[config.mk]
export PLATFORM = sky130hd
export DESIGN_NAME = ternary_iid_sampler_flat
export DESIGN_NICKNAME = d
export VERILOG_FILES = /design/src/rtl/ntru_pkg.sv /design/src/rtl/ternary_iid_sampler_if.sv /design/src/rtl/mod3_u8.sv /design/src/rtl/ternary_iid_sampler.sv /design/src/flat_wrapper.sv
export SDC_FILE = /design/constraint.sdc
export NUM_CORES = 1
export LEC_CHECK = 0
export CORE_MARGIN = 8
export CORE_UTILIZATION = 50
export CTS_BUF_LIST = sky130_fd_sc_hd__clkbuf_16
export CTS_CLUSTER_DIAMETER = 60
export DETAILED_ROUTE_END_ITERATION = 12
export PLACE_DENSITY = 0.76
export SYNTH_ARGS = -nofsm -noshare
export SYNTH_HDL_FRONTEND = slang
export SYNTH_SLANG_ARGS = --single-unit
[constraint.sdc]
create_clock -name clk -period 2.75 [get_ports clk]
set_clock_uncertainty 0.05 [all_clocks]
set_input_delay 0.4125 -clock clk [delete_from_list [all_inputs] [get_ports clk]]
set_output_delay 0.4125 -clock clk [all_outputs]
set_load 0.005 [all_outputs]
[src/rtl/ntru_pkg.sv]
// Shared constants and types for the NTRU-HRSS ternary sampling path.
package ntru_pkg;

    localparam int unsigned N      = 701;
    localparam int unsigned IDX_W  = 10;
    localparam int unsigned COIN_W = 8;

    typedef logic [1:0] trit_t;

    typedef enum logic [1:0] {
        IDLE,
        SAMPLE,
        PAD,
        FLUSH
    } state_e;

    // Index of the forced-zero coefficient, and the counter value whose coin completes sampling.
    localparam logic [IDX_W-1:0] LAST_IDX = IDX_W'(N - 1);
    localparam logic [IDX_W-1:0] PAD_TRIG = IDX_W'(N - 2);

endpackage

[src/rtl/ternary_iid_sampler_if.sv]
// Coin input and coefficient output handshakes of the ternary sampler.
interface ternary_iid_sampler_if;
    import ntru_pkg::*;

    logic [COIN_W-1:0] coin;
    logic              coin_valid;
    logic              coin_ready;
    trit_t             coef;
    logic [IDX_W-1:0]  coef_idx;
    logic              coef_valid;
    logic              coef_ready;
    logic              coef_last;

    modport master (
        output coin, coin_valid, coef_ready,
        input  coin_ready, coef, coef_idx, coef_valid, coef_last
    );

    modport slave (
        input  coin, coin_valid, coef_ready,
        output coin_ready, coef, coef_idx, coef_valid, coef_last
    );

endinterface

[src/rtl/mod3_u8.sv]
// Exact unsigned 8-bit remainder mod 3 by base-4 digit folding (4 == 1 mod 3).
module mod3_u8
    import ntru_pkg::*;
(
    input  logic [COIN_W-1:0] x_i,
    output trit_t             r_o
);

    logic [3:0] sum4;
    logic [2:0] sum3;
    logic [2:0] sum2;
    logic [1:0] sum1;

    always_comb begin
        sum4 = 4'(x_i[1:0]) + 4'(x_i[3:2]) + 4'(x_i[5:4]) + 4'(x_i[7:6]);
        sum3 = 3'(sum4[3:2]) + 3'(sum4[1:0]);
        sum2 = 3'(sum3[2]) + 3'(sum3[1:0]);
        sum1 = 2'(sum2[2]) + sum2[1:0];
        // sum1 is 0..3 and congruent to x_i; fold the single remaining 3 to 0.
        r_o  = (sum1 == 2'd3) ? 2'd0 : sum1;
    end

endmodule

[src/rtl/ternary_iid_sampler.sv]
// sample_iid: reduces each coin byte mod 3 into one coefficient, then appends a zero at index N-1.
module ternary_iid_sampler
    import ntru_pkg::*;
(
    input  logic                  clk,
    input  logic                  rst,
    input  logic                  start,
    ternary_iid_sampler_if.slave  bus,
    output logic                  busy,
    output logic                  done
);

    state_e           state_q;
    logic [IDX_W-1:0] cnt_q;
    trit_t            coef_q;
    logic [IDX_W-1:0] idx_q;
    logic             valid_q;
    logic             last_q;
    logic             done_q;
    logic             busy_q;

    trit_t            coin_mod3;
    logic             out_free;
    logic             coin_ready_c;
    logic             coin_xfer;
    logic             coef_xfer;

    mod3_u8 u_mod3 (
        .x_i (bus.coin),
        .r_o (coin_mod3)
    );

    // Output register can take a new value when empty or being drained this cycle.
    assign out_free     = !valid_q || bus.coef_ready;
    assign coin_ready_c = (state_q == SAMPLE) && out_free;
    assign coin_xfer    = coin_ready_c && bus.coin_valid;
    assign coef_xfer    = valid_q && bus.coef_ready;

    always_ff @(posedge clk or posedge rst) begin
        if (rst) begin
            state_q <= IDLE;
            cnt_q   <= '0;
            coef_q  <= '0;
            idx_q   <= '0;
            valid_q <= 1'b0;
            last_q  <= 1'b0;
            done_q  <= 1'b0;
            busy_q  <= 1'b0;
        end else begin
            done_q <= 1'b0;
            case (state_q)
                IDLE: begin
                    if (start) begin
                        state_q <= SAMPLE;
                        cnt_q   <= '0;
                        busy_q  <= 1'b1;
                    end
                end
                SAMPLE: begin
                    if (coin_xfer) begin
                        coef_q  <= coin_mod3;
                        idx_q   <= cnt_q;
                        valid_q <= 1'b1;
                        last_q  <= 1'b0;
                        cnt_q   <= cnt_q + IDX_W'(1);
                        if (cnt_q == PAD_TRIG) begin
                            state_q <= PAD;
                        end
                    end else if (coef_xfer) begin
                        valid_q <= 1'b0;
                    end
                end
                PAD: begin
                    if (out_free) begin
                        coef_q  <= '0;
                        idx_q   <= LAST_IDX;
                        last_q  <= 1'b1;
                        valid_q <= 1'b1;
                        state_q <= FLUSH;
                    end
                end
                FLUSH: begin
                    if (coef_xfer) begin
                        valid_q <= 1'b0;
                        last_q  <= 1'b0;
                        done_q  <= 1'b1;
                        busy_q  <= 1'b0;
                        state_q <= IDLE;
                    end
                end
                default: begin
                    state_q <= IDLE;
                    busy_q  <= 1'b0;
                end
            endcase
        end
    end

    assign bus.coin_ready = coin_ready_c;
    assign bus.coef       = coef_q;
    assign bus.coef_idx   = idx_q;
    assign bus.coef_valid = valid_q;
    assign bus.coef_last  = last_q;
    assign busy           = busy_q;
    assign done           = done_q;

endmodule

[src/flat_wrapper.sv]
// flat-port wrapper written by rule: the top's interface ports become plain ports
module ternary_iid_sampler_flat import ntru_pkg::*;
  (clk, rst, start, busy, done, bus_coin, bus_coin_valid, bus_coef_ready, bus_coin_ready, bus_coef, bus_coef_idx, bus_coef_valid, bus_coef_last);
  ternary_iid_sampler_if bus_i ();
  input  logic clk;
  input  logic rst;
  input  logic start;
  output logic busy;
  output logic done;
  input wire logic [$bits(bus_i.coin)-1:0] bus_coin;
  input wire logic [$bits(bus_i.coin_valid)-1:0] bus_coin_valid;
  input wire logic [$bits(bus_i.coef_ready)-1:0] bus_coef_ready;
  output wire logic [$bits(bus_i.coin_ready)-1:0] bus_coin_ready;
  output wire logic [$bits(bus_i.coef)-1:0] bus_coef;
  output wire logic [$bits(bus_i.coef_idx)-1:0] bus_coef_idx;
  output wire logic [$bits(bus_i.coef_valid)-1:0] bus_coef_valid;
  output wire logic [$bits(bus_i.coef_last)-1:0] bus_coef_last;
  assign bus_i.coin = bus_coin;
  assign bus_i.coin_valid = bus_coin_valid;
  assign bus_i.coef_ready = bus_coef_ready;
  assign bus_coin_ready = bus_i.coin_ready;
  assign bus_coef = bus_i.coef;
  assign bus_coef_idx = bus_i.coef_idx;
  assign bus_coef_valid = bus_i.coef_valid;
  assign bus_coef_last = bus_i.coef_last;
  ternary_iid_sampler u_core (.clk(clk), .rst(rst), .start(start), .bus(bus_i), .busy(busy), .done(done));
endmodule
Yosys cells after proc, flatten, opt, wreduce, memory -nomap -nowiden:

Index checks and enable logic that the tools add are counted.

* bitwise gates (word level): 0
* order comparisons: 0
* shift-type cells: 0
* mux-type cells: 27
* multipliers: 0
* div/mod/pow operators: 0
* add/subtract/negate cells: 7
* reduce and logical (&&, ||, !) cells: 16
* eq/ne operators: 10

Operator list (count)
* 10-bit 2-to-1 mux: 4
* 10-bit case mux with 2 select lines: 2
* 2-bit 2-to-1 mux: 8
* 10-bit by 1-bit adder with 10-bit output, second input constant: 1
* 10-bit equality test, second input constant: 1
* 3-bit AND reduction: 3
* 4-bit by 2-bit adder with 4-bit output: 2
* 1-bit 2-to-1 mux: 8
* 2-bit case mux with 4 select lines: 1
* 2-bit by 2-bit adder with 3-bit output: 2
* 2-bit equality test, second input constant: 3
* 2-bit by 1-bit != test with 1-bit output, second input constant: 3
* 1-bit case mux with 3 select lines: 2
* 2-bit nonzero test: 3
* 5-bit AND reduction: 1
* 2-bit != test, second input constant: 2
* 2-bit case mux with 2 select lines: 1
* 4-bit AND reduction: 1
* 1-bit by 2-bit adder with 3-bit output: 1
* 1-bit logical AND: 3
* 3-bit nonzero test: 1
* 1-bit by 2-bit adder with 2-bit output: 1
* 2-bit by 1-bit equality test with 1-bit output, second input constant: 1
* 2-bit zero test: 1
* 4 further kinds: 4

* memories: 0
* latch bits: 0
* memory bits (read-only): 0
* register bits after elaboration: 28
* RAM bits: 0

Longest topological paths before layout:

Gate-level depths: netlist of the first run.

* depth in word-level cells: 10
* depth in mapped cells: 15

Cells and area by module:

From an unflattened synthesis of the first run, not the netlist that was laid out.

* cell total of the unflattened synthesis: 180
* area total of the unflattened synthesis: 1697.9 um2

By module, submodules not included
* ternary_iid_sampler: cells each 161, instances 1, area each 1485.2 um2
* mod3_u8: cells each 19, instances 1, area each 212.7 um2

Worst setup path before layout of the first run:

Ideal clock, no wire load.

* kind: in2reg
* start point: in bus_coin[0]
* end point: reg u_core.coef_q[1] (netlist: u_core.bus.coef[1])
* data arrival time: 3.669 ns
* stages on the path: 13
* path slack: -1.079 ns
* data required time: 2.590 ns
* cells stage by stage: ha_1 inv_1 fa_1 inv_1 fa_1 ha_1 fa_1 ha_1 fa_1 ha_1 ha_1 ha_1 o41ai_1

* cells in the longest elaborated chain, start to end: 10

RTL lines
* start, declared: RTL line flat_wrapper.sv:10 `input wire logic [$bits(bus_i.coin)-1:0] bus_coin;`
* 2-bit by 2-bit adder with 3-bit output *: RTL line mod3_u8.sv:15 `sum4 = 4'(x_i[1:0]) + 4'(x_i[3:2]) + 4'(x_i[5:4]) + 4'(x_i[7:6]);`
* 4-bit by 2-bit adder with 4-bit output * (2 in a row): RTL line mod3_u8.sv:15
* 2-bit by 2-bit adder with 3-bit output *: RTL line mod3_u8.sv:16 `sum3 = 3'(sum4[3:2]) + 3'(sum4[1:0]);`
* 1-bit by 2-bit adder with 3-bit output *: RTL line mod3_u8.sv:17 `sum2 = 3'(sum3[2]) + 3'(sum3[1:0]);`
* 1-bit by 2-bit adder with 2-bit output *: RTL line mod3_u8.sv:18 `sum1 = 2'(sum2[2]) + sum2[1:0];`
* 2-bit equality test: RTL line mod3_u8.sv:20 `r_o = (sum1 == 2'd3) ? 2'd0 : sum1;`
* 2-bit 2-to-1 mux *: RTL line mod3_u8.sv:20
* 2-bit 2-to-1 mux *: RTL line ternary_iid_sampler.sv:60 `if (coin_xfer) begin`
* 2-bit case mux with 2 select lines *: RTL line ternary_iid_sampler.sv:51 `case (state_q)`
* end signal, assigned: RTL line ternary_iid_sampler.sv:61 `coef_q <= coin_mod3;`
* end, declared: RTL line ternary_iid_sampler.sv:15 `trit_t coef_q;`

Mark *: on every way between the ends. The rest lies on a longest branch, timed or not. The select of a mux whose other input is x is not followed.
A chain may end at the register's enable or synchronous reset.

Worst setup path after layout of the first run:

* start point: in bus_coin[2]
* end point: reg u_core.coef_q[1] (netlist: u_core.bus.coef[1])

The elaborated chain is that of the path after synthesis.

==> results.toml, run 1 <==
[logic_synthesis]
synth.avg_cell_area_um2 = 10.0
synth_cells = 167
synth_warnings = 0
synth_area_leader_cell = "dfrtp_1"
syn-num-nets = 197
synth.distinct_cells = 38
async_flop_share_pct = 100
syn_area_um2 = 1680
synthFlopType = "dfrtp_1"
seq_area_frac_synth_pct = 41.8
synth-edff-count = 0
synth_top_area_share_pct = 41.8
synthTopCellsByArea = "dfrtp_1, ha_1, fa_1, inv_1, o21ai_0"
ys_seq_elements = 28

[route]
wire_per_inst_um = 16.0
viasPerCell = 5.59
drc = 0
first_iter_violations = 88
dr.pass1.iters = 5
num_vias = 1381
antenna_left = 0
finalWirelength_um = 3950

[setup_path]
cp-end-kind = "register"
r2r_end = "u_core.cnt_q[9]$_DFFE_PP0P_"
critPathRequiredTime_ns = 2.86
reg2reg_slack_ns = 0.45
crit_type = "in2reg"
crit_path_start_kind = "primary input"
reg2reg_depth = 5
cp_max_fo = 2
cp_data_arrival_time_ns = 3.75
reg2reg_from = "u_core.state_q[1]$_DFFE_PP0P_"

[clock_tree]
clk_path_buf_depth = 2
cts-root-buf = "clkbuf_16"
cts_num_sinks = 28
htree_levels = 1
clkLatencyLatePin_ns = 0.26
cts_inserted_buffers = 3
cts_tree = "built"
clkSlewWorstSetupHoldPaths_ns = 0.07

[sta]
clock.fmax_ghz = 0.274
hold_slack_ns = 0.464
setup-violations-final = 2
drv_slew = 0
period_share_pct = 133
relSlewSlack_pct = 28.8
fin_ws_ns = -0.895
worstMarginPinSlew_ns = 1.07
hold_violations = 0
rsz0062_at_grt = "true"
period_minus_slack_ns = 3.64

[final_layout]
n_antenna_cell = 0
layout_common_cells = "dfrtp_1, clkdlybuf4s50_1, inv_1"
fillers = 265
layoutNonFillerInstCount = 247
fin_nets = 232
syn_to_final_growth_pct = 33.8
layout_commonest_cell = "dfrtp_1"
drive_gt1_share_pct = 14.4

[placed_design]
dpl.cell_count = 243
gp_congestion = 0.843
dpl.hpwl_um = 2960
io_buffers = 29

[floorplanning]
die_area_um2 = 5460
die_y_um = 73.9
initial_core_util_pct = 51.0
rows = 21
core_area_um2 = 3280
die-width_um = 73.9
ioPinCount = 30

[global_routing]
grt_first_pass_wirelength_um = 6580
first_global_vias = 1358
grt_antenna_before_repair = 0
grt_start_max_net_pins = 29
grt_usage_pct = 15.4
overflow = 0

[flow_run]
maxCapViolCount = 0

[run_status]
violations = "negative setup slack"
status = "finished, violations left"

[pwr]
p_per_area_nw_per_um2 = 721
power_leakage_nw = 0.994
ir_drop_mv = 0.375

[min_path]
min_path_type = "reg2reg"
min_to = "u_core.bus.coef_last$_DFFE_PP0P_"
hp-start = "u_core.bus.coef_last$_DFFE_PP0P_"
worstHoldPathCells = 1
[per-stage QoR]
step | setup WS [ns] | utilization [%] | power (W) | area, um2 | TNS, ns
floorplan | -0.959 | - | 0.000906 | 1740 | -1.75
global placement | -1.55 | 64.2 | 0.00107 | 2110 | -2.95
detailed placement | -1.73 | 64.2 | 0.00110 | 2110 | -3.21
CTS | -0.958 | 67.5 | 0.00154 | 2220 | -1.88
global route | -0.969 | 68.2 | 0.00171 | 2240 | -1.92
finish | -0.895 | 68.2 | 0.00162 | 2240 | -1.75
[cells by family after synthesis]
logic type | synth area share, %
adders and majority gates | 14.9
and+or+nand+nor | 16.7
muxes | 3.88
buffers and inverters | 5.45
xor gates and xnor gates | 0.523
AOI/OAI and AO/OA | 16.7
DFF | 41.8
[where the power goes]
part / switching, W / leakage, nW / internal [W]
sequential: 0.0000769 / 0.354 / 0.000487
combinational: 0.000268 / 0.588 / 0.000356
clock: 0.000138 / 0.0511 / 0.000290
[what timing repair did]
item	4_1_cts	5_1_grt
buffers inserted	0	0
pin swaps	11	5
hold buffers	0	0
endpoints found under the setup margin	2	2
gates resized for setup	17	2
[layout make-up]
| cell class | count | area, um2 | area share [%] |
|---|---|---|---|
| repair buffers | 34 | 324 | 14.5 |
| inverters | 20 | 75.1 | 3.35 |
| clock buffers | 3 | 75.1 | 3.35 |
| well taps | 46 | 57.6 | 2.57 |
| multi-input cells | 115 | 978 | 43.7 |
| flip-flops and latches | 28 | 701 | 31.3 |
| clock inverters | 1 | 30.0 | 1.34 |
[flip-flops by register name, summed over array words and instances, names as in the netlist]
name,flops
u_core.done,1
u_core.cnt_q,10
u_core.busy,1
u_core.bus.coef,2
u_core.bus.coef_valid,1
u_core.bus.coef_last,1
u_core.state_q,2
u_core.bus.coef_idx,10
[worst max-delay path by stage]
| stage | slack [ns] | startpoint | end | depth (start not counted) |
|---|---|---|---|---|
| 2_1_floorplan | -0.96 | bus_coin[0] | u_core.bus.coef[1]$_DFFE_PP0P_ | 14 |
| 3_3_place_gp | -1.55 | bus_coin[0] | u_core.bus.coef[1]$_DFFE_PP0P_ | 15 |
| 3_5_place_dp | -1.73 | bus_coin[0] | u_core.bus.coef[1]$_DFFE_PP0P_ | 15 |
| 4_1_cts | -0.96 | bus_coin[2] | u_core.bus.coef[1]$_DFFE_PP0P_ | 14 |
| 5_1_grt | -0.97 | bus_coin[2] | u_core.bus.coef[1]$_DFFE_PP0P_ | 14 |
| 6_report | -0.89 | bus_coin[2] | u_core.bus.coef[1]$_DFFE_PP0P_ | 14 |
[per-layer routing]
layer,vias up,wire (um),global-route usage [%]
li1,660,-,-
met1,676,1670,19.2
met2,39,1990,25.5
met3,6,235,3.82
met4,0,52,4.66
met5,-,0,0
[synth_stat cells (2+ instances only)]
master    count
a21oi_1      10
a22o_1        3
clkbuf_1      3
dfrtp_1      28
fa_1          5
ha_1         12
inv_1        20
mux2i_1       4
nand2_1       6
nand2b_1      5
nand3_1       6
nand4_1       2
nand4b_1      2
nor2_1        9
o21ai_0      14
o22a_1        3
o31ai_1       7
o41ai_1       2
or2_4         2
or4_1         6
[worst max-delay path, cell delays in order]
cell and delay [ns]:
buf_6 0.07, ha_4 0.12, inv_2 0.03, fa_1 0.50, inv_1 0.05, fa_1 0.44
ha_2 0.19, fa_1 0.47, ha_2 0.21, fa_2 0.35, ha_4 0.18, ha_4 0.16
ha_4 0.25, o41ai_4 0.32
(Power assumes the default switching activity.)
==> inputs of run 2 (changes only) <==
--- a/config.mk
+++ b/config.mk
@@ -5,6 +5,7 @@
 export SDC_FILE = /design/constraint.sdc
 export NUM_CORES = 1
 export LEC_CHECK = 0
+export CORE_ASPECT_RATIO = 1.1
 export CORE_MARGIN = 8
 export CORE_UTILIZATION = 50
 export CTS_BUF_LIST = sky130_fd_sc_hd__clkbuf_16
==> run 2 against run 1 <==
  * The flow still finishes with violations (negative setup slack)
  * Setup slack got worse by 0.071 ns
  * Utilization fell by 0.43 points
  * Wire length shrank 4.6%
  * Global-route usage down 0.86 points
  * Clock power is essentially flat
  * Sequential cell count did not move
  * Via count is 1.3% lower
  * Final cell count shrank 4.5%
  * First-iteration DRC count is 25% lower
  * Register-to-register slack got worse by 0.03 ns
  * Critical path type unchanged
==> results.toml, run 2 (synthesis results as in run 1) <==
[pwr]
switching_power_w = 0.000476
internal_power_w = 0.00113
total_power_w = 0.00161
switching_share_pct = 29.6
p_per_area_nw_per_um2 = 724
combPwrFrac_pct = 38.2
seqPwrFrac_pct = 35.3
ir_drop_mv = 0.490
p_clk_share_pct = 26.4
power_leakage_nw = 0.990

[final_layout]
n_antenna_cell = 0
layout_commonest_cell = "dfrtp_1"
fillers = 263
drive_gt1_share_pct = 14.0
syn_to_final_growth_pct = 32.6
fin_nets = 231
layout_common_cells = "dfrtp_1, clkdlybuf4s50_1, inv_1"
multi_input_area_um2 = 978
seq_area_um2 = 701

[route]
num_vias = 1363
finalWirelength_um = 3770
viasPerCell = 5.78
drc = 0
antenna_left = 0
first_iter_violations = 66
dr.pass1.iters = 5
wire_per_inst_um = 16.0

[clock_tree]
clkLatencyLatePin_ns = 0.26
clkSlewWorstSetupHoldPaths_ns = 0.07
cts_num_sinks = 28
cts-root-buf = "clkbuf_16"
postCtsSetupBuffers = 0
cts_tree = "built"
cts_inserted_buffers = 3
htree_levels = 1
ctsHoldBuffers = 0
clk_path_buf_depth = 2

[run_status]
violations = "negative setup slack"
status = "finished, violations left"

[placed_design]
post-place-ws_ns = -1.78
gp_congestion = 0.836
dpl.hpwl_um = 2900
io_buffers = 29

[setup_path]
cp-end-kind = "register"
critPathRequiredTime_ns = 2.85
worst_path_most_repeated_cell = "ha_4"
critPathBufInv = 3
crit_path_start_kind = "primary input"
crit_type = "in2reg"
path_delay_family = "adder cells"
crit_start = "bus_coin[2]"
max_stage_delay_ns = 0.49
reg2reg_from = "u_core.state_q[1]$_DFFE_PP0P_"
slowest_stage = "fa_1"
cp_max_fo = 2
cp_data_arrival_time_ns = 3.82
worstPathCellList = "buf_6 -> ha_4 -> inv_2 -> fa_1 -> inv_1 -> fa_1 -> ha_2 -> fa_1 -> ha_2 -> fa_2 -> ha_4 -> ha_4 -> ha_4 -> o41ai_4"

[sta]
hold_violations = 0
rsz0062_at_grt = "true"
setup-violations-final = 2
clock.fmax_ghz = 0.269
fin_ws_ns = -0.966
relSlewSlack_pct = 32.8
worstMarginPinSlew_ns = 1.01
period_share_pct = 135
setup_tns_ns = -1.86
period_minus_slack_ns = 3.72
drv_slew = 0

[global_routing]
overflow = 0
grt_start_max_net_pins = 29
grt_antenna_before_repair = 0
grt_usage_pct = 14.6
grt_first_pass_wirelength_um = 6530
first_global_vias = 1410

[floorplanning]
die_y_um = 76.7
ioPinCount = 30
rows = 22
core_area_um2 = 3280
die_area_um2 = 5460
die-width_um = 71.2
initial_core_util_pct = 51.1

[flow_run]
maxCapViolCount = 0

[min_path]
min_path_type = "reg2reg"
hp-start = "u_core.bus.coef_idx[7]$_DFFE_PP0P_"
[run 2: cell count changes in the layout (fill, tap and decap cells not counted)]
cell and change:
buf_4 -1
[run 2: final cells by class]
type | instances | share of cell area [%]
clock inverter | 1 | 1.35
clock buffer | 3 | 3.38
sequential | 28 | 31.5
tap | 36 | 2.03
timing repair buffer | 33 | 14.3
multi-input combinational | 115 | 44.1
inverter | 20 | 3.38
[run 2: worst paths after layout]
check                                                          end  slack (ns)  cells past startpoint
max in group asynchronous       u_core.bus.coef_idx[0]$_DFFE_PP0P_        1.91                      3
worst min register to register  u_core.bus.coef_idx[7]$_DFFE_PP0P_        0.46                      1
worst max register to register         u_core.cnt_q[9]$_DFFE_PP0P_        0.42                      5
worst max-delay path                u_core.bus.coef[1]$_DFFE_PP0P_       -0.97                     14
min in group asynchronous       u_core.bus.coef_idx[2]$_DFFE_PP0P_        0.47                      3
worst min-delay path            u_core.bus.coef_idx[7]$_DFFE_PP0P_        0.46                      1
[run 2: through the flow]
step / hold slack, ns / utilization (%) / instance area (um2) / cells
detailed placement: 0.440 / 63.8 / 2090 / 232
CTS: 0.462 / 67.8 / 2220 / 236
floorplan: 0.428 / - / 1740 / 167
finish: 0.457 / 67.8 / 2220 / 236
global placement: 0.442 / 63.8 / 2090 / 232
global route: 0.478 / 67.8 / 2220 / 236
[run 2: timing repair]
action / 4_1_cts / 5_1_grt
gates resized for setup: 18 / 0
setup endpoints to repair: 2 / 2
hold endpoints to repair: 0 / 0
pin swaps: 13 / 1
[run 2: routing by layer]
| layer | share of wire, % | global-route usage (%) | wire (um) |
|---|---|---|---|
| met2 | 52 | 25.5 | 1970 |
| met5 | 0 | 0 | 0 |
| met3 | 5.7 | 4.03 | 216 |
| met4 | 0.96 | 3.75 | 36 |
| met1 | 41 | 16.9 | 1550 |
[run 2: worst reg2reg max path: stages, from the launching register on]
cell and delay [ns]:
dfrtp_1 0.41, inv_1 0.12, ha_1 0.42, a21boi_1 0.87, nor4b_1 0.18, mux2i_1 0.16
[run 2: power by group through the flow]
stage	clock network, W	logic (W)	registers (W)
6_report	0.000425	0.000615	0.000568
5_1_grt	0.000451	0.000674	0.000579
4_1_cts	0.000435	0.000621	0.000567
3_5_place_dp	0	0.000533	0.000574
3_3_place_gp	0	0.000500	0.000564
2_1_floorplan	0	0.000350	0.000556
==> inputs of run 3 (changes only) <==
--- a/config.mk
+++ b/config.mk
@@ -5,7 +5,6 @@
 export SDC_FILE = /design/constraint.sdc
 export NUM_CORES = 1
 export LEC_CHECK = 0
-export CORE_ASPECT_RATIO = 1.1
 export CORE_MARGIN = 8
 export CORE_UTILIZATION = 50
 export CTS_BUF_LIST = sky130_fd_sc_hd__clkbuf_16
==> results of run 3 <==
Final layout, timing and power as in run 1 (identical DEF).
